<file path="config.mk">
export PLATFORM = sky130hd
export DESIGN_NAME = bsg_nonsynth_dpi_tile_bridge
export DESIGN_NICKNAME = d
export VERILOG_FILES = /design/src/rtl/bsg_dpi_tile_bridge_pkg.sv /design/src/rtl/bsg_dpi_tile_bridge_fifo.sv /design/src/rtl/bsg_nonsynth_dpi_tile_bridge.sv
export SDC_FILE = /design/constraint.sdc
export NUM_CORES = 1
export LEC_CHECK = 0
export BUFFER_PORTS_ARGS = -buffer_cell sky130_fd_sc_hd__buf_2
export CAP_MARGIN = 0
export CORE_AREA = 5 5 431 433
export CTS_CLUSTER_DIAMETER = 200
export CTS_CLUSTER_SIZE = 24
export DETAILED_ROUTE_END_ITERATION = 10
export DIE_AREA = 0 0 436 438
export PLACE_DENSITY = 0.68
export SYNTH_ARGS = -nofsm -noshare
export SYNTH_HDL_FRONTEND = slang
export SYNTH_HIERARCHICAL = 1
export SYNTH_SLANG_ARGS = --single-unit
</file>
<file path="constraint.sdc">
create_clock -name clk_i -period 3.9 [get_ports clk_i]
set_input_delay 0.39 -clock clk_i [delete_from_list [all_inputs] [get_ports clk_i]]
set_output_delay 0.39 -clock clk_i [all_outputs]
set_load 0.01 [all_outputs]
</file>
<file path="src/rtl/bsg_dpi_tile_bridge_pkg.sv">
// Shared types and sizing helpers for the DPI tile bridge.
// The bridge sits between a per-cycle DPI call site and bsg_manycore_endpoint_to_fifos_aligned.
package bsg_dpi_tile_bridge_pkg;

   typedef enum logic {
      e_rx_backpressure = 1'b0,
      e_rx_drain_drop   = 1'b1
   } rx_drain_mode_e;

   typedef enum logic [1:0] {
      e_tx_req,
      e_tx_rsp,
      e_rx_req,
      e_rx_rsp
   } channel_e;

   function automatic int outstanding_width(input int max_outstanding);
      return $clog2(max_outstanding + 1);
   endfunction

   function automatic int ptr_width(input int els);
      return (els > 1) ? $clog2(els) : 1;
   endfunction

endpackage

</file>
<file path="src/rtl/bsg_dpi_tile_bridge_fifo.sv">
// First-word-fall-through queue with registered storage: a push becomes visible one cycle later.
// ready_o is plain !full; a full queue only takes v_i when the same cycle pops.
module bsg_dpi_tile_bridge_fifo
   import bsg_dpi_tile_bridge_pkg::*;
 #(parameter int width_p = 128
   ,parameter int els_p  = 4
  )
  (input  logic               clk_i
   ,input  logic               reset_i
   ,input  logic               v_i
   ,input  logic [width_p-1:0] data_i
   ,output logic               ready_o
   ,output logic               v_o
   ,output logic [width_p-1:0] data_o
   ,input  logic               yumi_i
  );

   localparam int ptr_w_lp = ptr_width(els_p);
   localparam int cnt_w_lp = $clog2(els_p + 1);
   // A depth-1 queue still carries a 1-bit pointer; the spare entry is never written.
   localparam int mem_els_lp = (els_p > 1) ? els_p : 2;
   localparam logic [ptr_w_lp-1:0] last_ptr_lp = ptr_w_lp'(els_p - 1);
   localparam logic [cnt_w_lp-1:0] els_lp      = cnt_w_lp'(els_p);

   logic [width_p-1:0]  mem_r [mem_els_lp];
   logic [ptr_w_lp-1:0] wptr_r, rptr_r;
   logic [cnt_w_lp-1:0] count_r;
   logic                full, empty, enq, deq;

   assign full    = (count_r == els_lp);
   assign empty   = (count_r == '0);
   assign deq     = yumi_i & ~empty;
   assign enq     = v_i & (~full | deq);
   assign ready_o = ~full;
   assign v_o     = ~empty;
   assign data_o  = mem_r[rptr_r];

   function automatic logic [ptr_w_lp-1:0] next_ptr(input logic [ptr_w_lp-1:0] p);
      return (p == last_ptr_lp) ? '0 : p + ptr_w_lp'(1);
   endfunction

   // NOTE: storage is not reset; an empty count already masks stale words, and skipping reset keeps it RAM-mappable.
   always_ff @(posedge clk_i) begin
      if (enq) mem_r[wptr_r] <= data_i;
   end

   always_ff @(posedge clk_i or posedge reset_i) begin
      if (reset_i) begin
         wptr_r  <= '0;
         rptr_r  <= '0;
         count_r <= '0;
      end else begin
         if (enq) wptr_r <= next_ptr(wptr_r);
         if (deq) rptr_r <= next_ptr(rptr_r);
         if (enq & ~deq)      count_r <= count_r + cnt_w_lp'(1);
         else if (deq & ~enq) count_r <= count_r - cnt_w_lp'(1);
      end
   end

endmodule

</file>
<file path="src/rtl/bsg_nonsynth_dpi_tile_bridge.sv">
// Buffered bridge from a C/C++ tile model to the four aligned endpoint FIFO interfaces.
// Requests are gated by endpoint credits and an outstanding cap; rx traffic backpressures or drains.
module bsg_nonsynth_dpi_tile_bridge
   import bsg_dpi_tile_bridge_pkg::*;
 #(parameter int fifo_width_p       = 128
   ,parameter int tx_req_els_p      = 4
   ,parameter int tx_rsp_els_p      = 4
   ,parameter int rx_req_els_p      = 4
   ,parameter int rx_rsp_els_p      = 4
   ,parameter int max_out_credits_p = 32
   ,parameter int max_outstanding_p = 16
   ,parameter int rx_drain_mode_p   = 0
   ,parameter int cnt_width_p       = 32
   ,localparam int credit_width_lp  = $clog2(max_out_credits_p + 1)
   ,localparam int out_width_lp     = outstanding_width(max_outstanding_p)
  )
  (input  logic                       clk_i
   ,input  logic                       reset_i

   ,input  logic                       host_req_v_i
   ,input  logic [fifo_width_p-1:0]    host_req_i
   ,output logic                       host_req_ready_o
   ,input  logic                       host_rsp_v_i
   ,input  logic [fifo_width_p-1:0]    host_rsp_i
   ,output logic                       host_rsp_ready_o

   ,output logic                       host_rx_req_v_o
   ,output logic [fifo_width_p-1:0]    host_rx_req_o
   ,input  logic                       host_rx_req_yumi_i
   ,output logic                       host_rx_rsp_v_o
   ,output logic [fifo_width_p-1:0]    host_rx_rsp_o
   ,input  logic                       host_rx_rsp_yumi_i

   ,output logic                       ep_req_v_o
   ,output logic [fifo_width_p-1:0]    ep_req_o
   ,input  logic                       ep_req_ready_i
   ,output logic                       ep_rsp_v_o
   ,output logic [fifo_width_p-1:0]    ep_rsp_o
   ,input  logic                       ep_rsp_ready_i

   ,input  logic                       mc_req_v_i
   ,input  logic [fifo_width_p-1:0]    mc_req_i
   ,output logic                       mc_req_ready_o
   ,input  logic                       mc_rsp_v_i
   ,input  logic [fifo_width_p-1:0]    mc_rsp_i
   ,output logic                       mc_rsp_ready_o

   ,input  logic [credit_width_lp-1:0] out_credits_i
   ,output logic [out_width_lp-1:0]    outstanding_o
   ,output logic [cnt_width_p-1:0]     rx_req_drops_o
   ,output logic [cnt_width_p-1:0]     rx_rsp_drops_o
   ,output logic                       err_underflow_o
  );

   localparam rx_drain_mode_e drain_mode_lp =
      (rx_drain_mode_p == 1) ? e_rx_drain_drop : e_rx_backpressure;
   localparam logic drain_lp = (drain_mode_lp == e_rx_drain_drop);
   localparam logic [out_width_lp-1:0] out_max_lp = out_width_lp'(max_outstanding_p);

   logic tx_req_ready, tx_req_v, tx_rsp_ready, rx_req_ready, rx_rsp_ready;
   logic ep_req_fire, ep_rsp_fire, rx_req_drop, rx_rsp_drop, rsp_return;

   logic [out_width_lp-1:0] outstanding_r;
   logic [cnt_width_p-1:0]  rx_req_drops_r, rx_rsp_drops_r;
   logic                    err_r;

   // Host pushes are gated by ready so a push on a full queue can never slip in behind a pop.
   bsg_dpi_tile_bridge_fifo #(.width_p(fifo_width_p), .els_p(tx_req_els_p)) tx_req_fifo
     (.clk_i   (clk_i)
      ,.reset_i(reset_i)
      ,.v_i    (host_req_v_i & tx_req_ready)
      ,.data_i (host_req_i)
      ,.ready_o(tx_req_ready)
      ,.v_o    (tx_req_v)
      ,.data_o (ep_req_o)
      ,.yumi_i (ep_req_fire)
     );

   bsg_dpi_tile_bridge_fifo #(.width_p(fifo_width_p), .els_p(tx_rsp_els_p)) tx_rsp_fifo
     (.clk_i   (clk_i)
      ,.reset_i(reset_i)
      ,.v_i    (host_rsp_v_i & tx_rsp_ready)
      ,.data_i (host_rsp_i)
      ,.ready_o(tx_rsp_ready)
      ,.v_o    (ep_rsp_v_o)
      ,.data_o (ep_rsp_o)
      ,.yumi_i (ep_rsp_fire)
     );

   bsg_dpi_tile_bridge_fifo #(.width_p(fifo_width_p), .els_p(rx_req_els_p)) rx_req_fifo
     (.clk_i   (clk_i)
      ,.reset_i(reset_i)
      ,.v_i    (mc_req_v_i & mc_req_ready_o)
      ,.data_i (mc_req_i)
      ,.ready_o(rx_req_ready)
      ,.v_o    (host_rx_req_v_o)
      ,.data_o (host_rx_req_o)
      ,.yumi_i (host_rx_req_yumi_i)
     );

   bsg_dpi_tile_bridge_fifo #(.width_p(fifo_width_p), .els_p(rx_rsp_els_p)) rx_rsp_fifo
     (.clk_i   (clk_i)
      ,.reset_i(reset_i)
      ,.v_i    (mc_rsp_v_i & mc_rsp_ready_o)
      ,.data_i (mc_rsp_i)
      ,.ready_o(rx_rsp_ready)
      ,.v_o    (host_rx_rsp_v_o)
      ,.data_o (host_rx_rsp_o)
      ,.yumi_i (host_rx_rsp_yumi_i)
     );

   assign host_req_ready_o = tx_req_ready;
   assign host_rsp_ready_o = tx_rsp_ready;

   assign ep_req_v_o  = tx_req_v & (out_credits_i != '0) & (outstanding_r < out_max_lp);
   assign ep_req_fire = ep_req_v_o & ep_req_ready_i;
   assign ep_rsp_fire = ep_rsp_v_o & ep_rsp_ready_i;

   // In drain mode the fifo itself accepts a full-queue arrival when the host pops that cycle.
   assign mc_req_ready_o = drain_lp | rx_req_ready;
   assign mc_rsp_ready_o = drain_lp | rx_rsp_ready;
   assign rx_req_drop = drain_lp & mc_req_v_i & ~rx_req_ready & ~host_rx_req_yumi_i;
   assign rx_rsp_drop = drain_lp & mc_rsp_v_i & ~rx_rsp_ready & ~host_rx_rsp_yumi_i;
   assign rsp_return  = (mc_rsp_v_i & mc_rsp_ready_o) | rx_rsp_drop;

   always_ff @(posedge clk_i or posedge reset_i) begin
      if (reset_i) begin
         outstanding_r <= '0;
         err_r         <= 1'b0;
      end else if (ep_req_fire & ~rsp_return) begin
         outstanding_r <= outstanding_r + out_width_lp'(1);
      end else if (rsp_return & ~ep_req_fire) begin
         if (outstanding_r == '0) err_r <= 1'b1;
         else                     outstanding_r <= outstanding_r - out_width_lp'(1);
      end
   end

   always_ff @(posedge clk_i or posedge reset_i) begin
      if (reset_i) begin
         rx_req_drops_r <= '0;
         rx_rsp_drops_r <= '0;
      end else begin
         if (rx_req_drop & ~(&rx_req_drops_r)) rx_req_drops_r <= rx_req_drops_r + cnt_width_p'(1);
         if (rx_rsp_drop & ~(&rx_rsp_drops_r)) rx_rsp_drops_r <= rx_rsp_drops_r + cnt_width_p'(1);
      end
   end

   assign outstanding_o   = outstanding_r;
   assign rx_req_drops_o  = rx_req_drops_r;
   assign rx_rsp_drops_o  = rx_rsp_drops_r;
   assign err_underflow_o = err_r;

endmodule

</file>
==> metrics.md <==
| Metric | Value |
|---|---|
| Outcome | completed |
| Longest Clk Path Bufs | 3 |
| Reg2Reg Depth | 6 |
| Critical path's slowest cell | dfrtp_4 |
| Post-route insts no fill | 7038 |
| Post-route setup TNS | 0 ns |
| Wire per inst | 24.95 µm |
| Max VDD drop | 564.8 µV |
| M1 WL | 64.52 mm |
| Boundary Pins | between 1000 and 1500 |
| Area of the multi-input gates | 13140 µm² |
| Startpoint Class | register |
| Die ar. | about 190000 µm² |
| First-pass GRT wire length | 256.9 mm |
| Vias | 36335 |
| Max-cap violation count | 0 |
| Number of global-route vias before repair | 38368 |
| Peak Freq | 292.2 MHz |
| Hold Crit Endpoint | outstanding_o[3] |
| Minimum clock period | roughly 3.4 ns |
| DR pass1 iterations | 7 |
| RSZ-0062 raised after global routing | false |
| Worst Hold Launch | ep_req_ready_i |
| IO Port Bufs | 1053 |
| Share of the yosys chip area belonging to registers | 0.8160 |
| P_leak | 0.03132 µW |
| FF-to-FF End | tx_req_fifo/mem_r[3][13] |
| Largest net degree at the start of global routing | 125 |
| Dpl cell area | 84780 µm² |
| Filler cells | 14095 |
| Synth warn | 6 |
| Placed Cells incl. Taps | 6326 |
| Final Hold Viols | 0 |
| Flop and latch count out of synthesis | 2082 |
| Clk slew on worst S/H paths | 0.10 ns |
| Final period util | 0.8775 |
| Layout cells sized above 1 | 0.3867 |
| Synth Instances | ~2900 |
| Yosys cell types | 36 |
| Post-Syn Area | between 70000 and 80000 µm² |
| Hold Path Stages | 4 |
| Most common cell after layout, fill and taps aside | edfxtp_1 |
| Top sig layer | met5 |
| Routed Wire Length | 175.6 mm |
| Drt via density | 5.163 |
| Crit-path cells | buf_4, mux4_2, buf_2 |
| Overall power | 64480 µW |
| Syn_area_per_cell | roughly 26 µm² |
| Actual slew at the worst max-slew pin | 1.099 ns |
| Top cells by area, synth | edfxtp_1 (80%), mux4_2 (15%), dfrtp_1 (1.1%), buf_4 (1.0%), ha_1 (0.47%) |
| CP required | 3.51 ns |
| Antenna violations before repair | 28 |
| Clock root buffer | clkbuf_16 |
| Fin nets | 5116 |
| Crit-path max FO | 43 |
| Relative slew slack | 0.2672 |
| Most frequent cells in the layout | edfxtp_1 (2048), buf_2 (1053), dlygate4sd3_1 (515), mux4_2 (512), clkbuf_16 (96) |
| Final ANT Viol Nets | 0 |
| Post-synth top area share | 0.8049 |
| Final Setup Violations | 0 |
| DRC Markers | 0 |
| GRT Util Overall | 0.1797 |
| Latest clock arrival within the worst-skew pair | 0.77 ns |
| Final instance area | 92740 µm² |
| Cell taking the most area after synthesis | edfxtp_1 |
| H-tree depth | 3 |
| Initial Util | 0.4205 |
| Clk sinks | 2082 |
| Initial DRC count | 2802 |
| Reg area | 62380 µm² |
| Critical Path Max Stage Delay | roughly 0.98 ns |
| Die Ht | 438 µm |
| R2r setup slk | 0.90 ns |
| CORE AREA | 181700 µm² |
| Kind of path behind the tightest hold check | in -> reg |
| Reg2reg start | tx_req_fifo/count_r[0] |
| Crit Path Class | reg -> out |
| Worst Path Arrival | 3.03 ns |
| Post-CTS Setup Inserts | 0 |
| Rows | 157 |
| DP Wirelength | 114.4 mm |
| Crit end category | primary output |
| Met2 Routed Length | 89.48 mm |
| Post-route clock skew | 0.03358 ns |
| Die Width | 436 µm |
| GRT overflow | 0 |
| Layout Area Growth over Synthesis | 21.38% |
| Pwr/cell area | between 600 and 700 nW/µm² |
| GP Congestion | 0.8006 |
| Final Max Slew Viols | 0 |
| CTS Buf Count | between 90 and 100 |
| CTS tree | built |
| Metal3 WL | 12.26 mm |
## flip-flops by register name (all words and copies together) (netlist names), 3 cells and up
register,flops
rx_req_fifo/mem_r,512
rx_rsp_fifo/mem_r,512
tx_req_fifo/mem_r,512
tx_rsp_fifo/mem_r,512
outstanding_o,5
rx_req_fifo/count_r,3
rx_rsp_fifo/count_r,3
tx_req_fifo/count_r,3
tx_rsp_fifo/count_r,3
## worst max-delay path by stage
stage | from | to | slack (ns) | depth (start not counted)
after CTS | tx_req_fifo/rptr_r[0] | ep_req_o[93] | 0.28 | 3
after floorplan | tx_req_fifo/count_r[0] | tx_req_fifo/mem_r[0][0] | 0.50 | 5
after global routing | tx_req_fifo/rptr_r[0] | ep_req_o[58] | 0.22 | 3
final | tx_req_fifo/rptr_r[0] | ep_req_o[50] | 0.48 | 3
after detailed placement | out_credits_i[5] | outstanding_o[4] | 0.66 | 12
after global placement | out_credits_i[5] | outstanding_o[4] | 0.69 | 12
## kinds of logic (layout without fill, tap and decap cells)
family,count (synthesis),in the layout,synth area share
AO/OA/AOI/OAI,14,14,0.001621
XOR/XNOR,15,15,0.001720
adder cells (fa/ha/maj),34,34,0.006059
buffers and inverters,200,1823,0.01533
flip-flops,2082,2082,0.8160
multiplexers,533,533,0.1544
other,1,91,0.00004908
AND/OR/NAND/NOR,61,61,0.004782
## metal layers
metal	vias up	GRT usage
li1	15658	-
met1	19026	0.2189
met2	1345	0.3021
met3	304	0.04280
met4	2	0.09088
met5	-	0
## synthesized netlist by cell type
| library cell | instances |
|---|---|
| inv_1 | 20 |
| xor2_1 | 9 |
| edfxtp_1 | 2048 |
| and2_1 | 5 |
| or4_1 | 1 |
| or3_2 | 4 |
| mux2_4 | 8 |
| nor3_2 | 1 |
| nand2_1 | 10 |
| dfrtp_1 | 34 |
| a31o_2 | 1 |
| nand3_1 | 2 |
| and2_2 | 16 |
| a31oi_1 | 1 |
| buf_1 | 36 |
| clkbuf_1 | 16 |
| and4b_1 | 1 |
| or3b_1 | 4 |
| o31ai_1 | 1 |
| mux2_2 | 13 |
| nand4b_1 | 1 |
| fa_1 | 5 |
| buf_4 | 104 |
| mux4_2 | 512 |
| nor3b_1 | 1 |
| xnor2_1 | 6 |
| nor2_1 | 14 |
| buf_2 | 24 |
| nor3_1 | 1 |
| o21ai_0 | 1 |
| ha_1 | 29 |
| a21oi_1 | 4 |
| o21ai_2 | 1 |
| a21o_1 | 1 |
| o21a_4 | 4 |
| conb_1 | 1 |
## area by class of cell
class | count | area share
Clock inverter | 7 | 0.0009848
Tap cell | 2385 | 0.03218
Sequential cell | 2082 | 0.6726
Antenna cell | 27 | 0.0007285
Clock buffer | 163 | 0.02861
Inverter | 20 | 0.0008095
Multi-Input combinational cell | 721 | 0.1417
Timing Repair Buffer | 1633 | 0.1224
## timing repair
item,in CTS,in global routing
resized for setup,0,0
endpoints found under the hold margin,2087,0
hold buffers,515,0
## worst max-delay path: cells and delay by family, from the launching register on
kind / cells / cell delay [ns]
DFF: 1 / 0.98
muxes: 1 / 0.57
buffers and inverters: 2 / 0.59
## report_power, final
part | switching, µW | internal [µW] | total [µW]
sequential | 1770 | 29600 | 31400
combinational | 12100 | 9700 | 21800
clock | 6580 | 4710 | 11300
## through the flow
step	setup WS (ns)	util	hold WS (ns)
3_3_place_gp	0.6882	0.4666	0.4520
2_1_floorplan	0.5003	-	0.1810
5_1_grt	0.2213	0.5104	0.07837
6_report	0.4778	0.5104	0.1131
4_1_cts	0.2771	0.5100	0.02385
3_5_place_dp	0.6552	0.4666	0.4518
(Power assumes the default switching activity.)
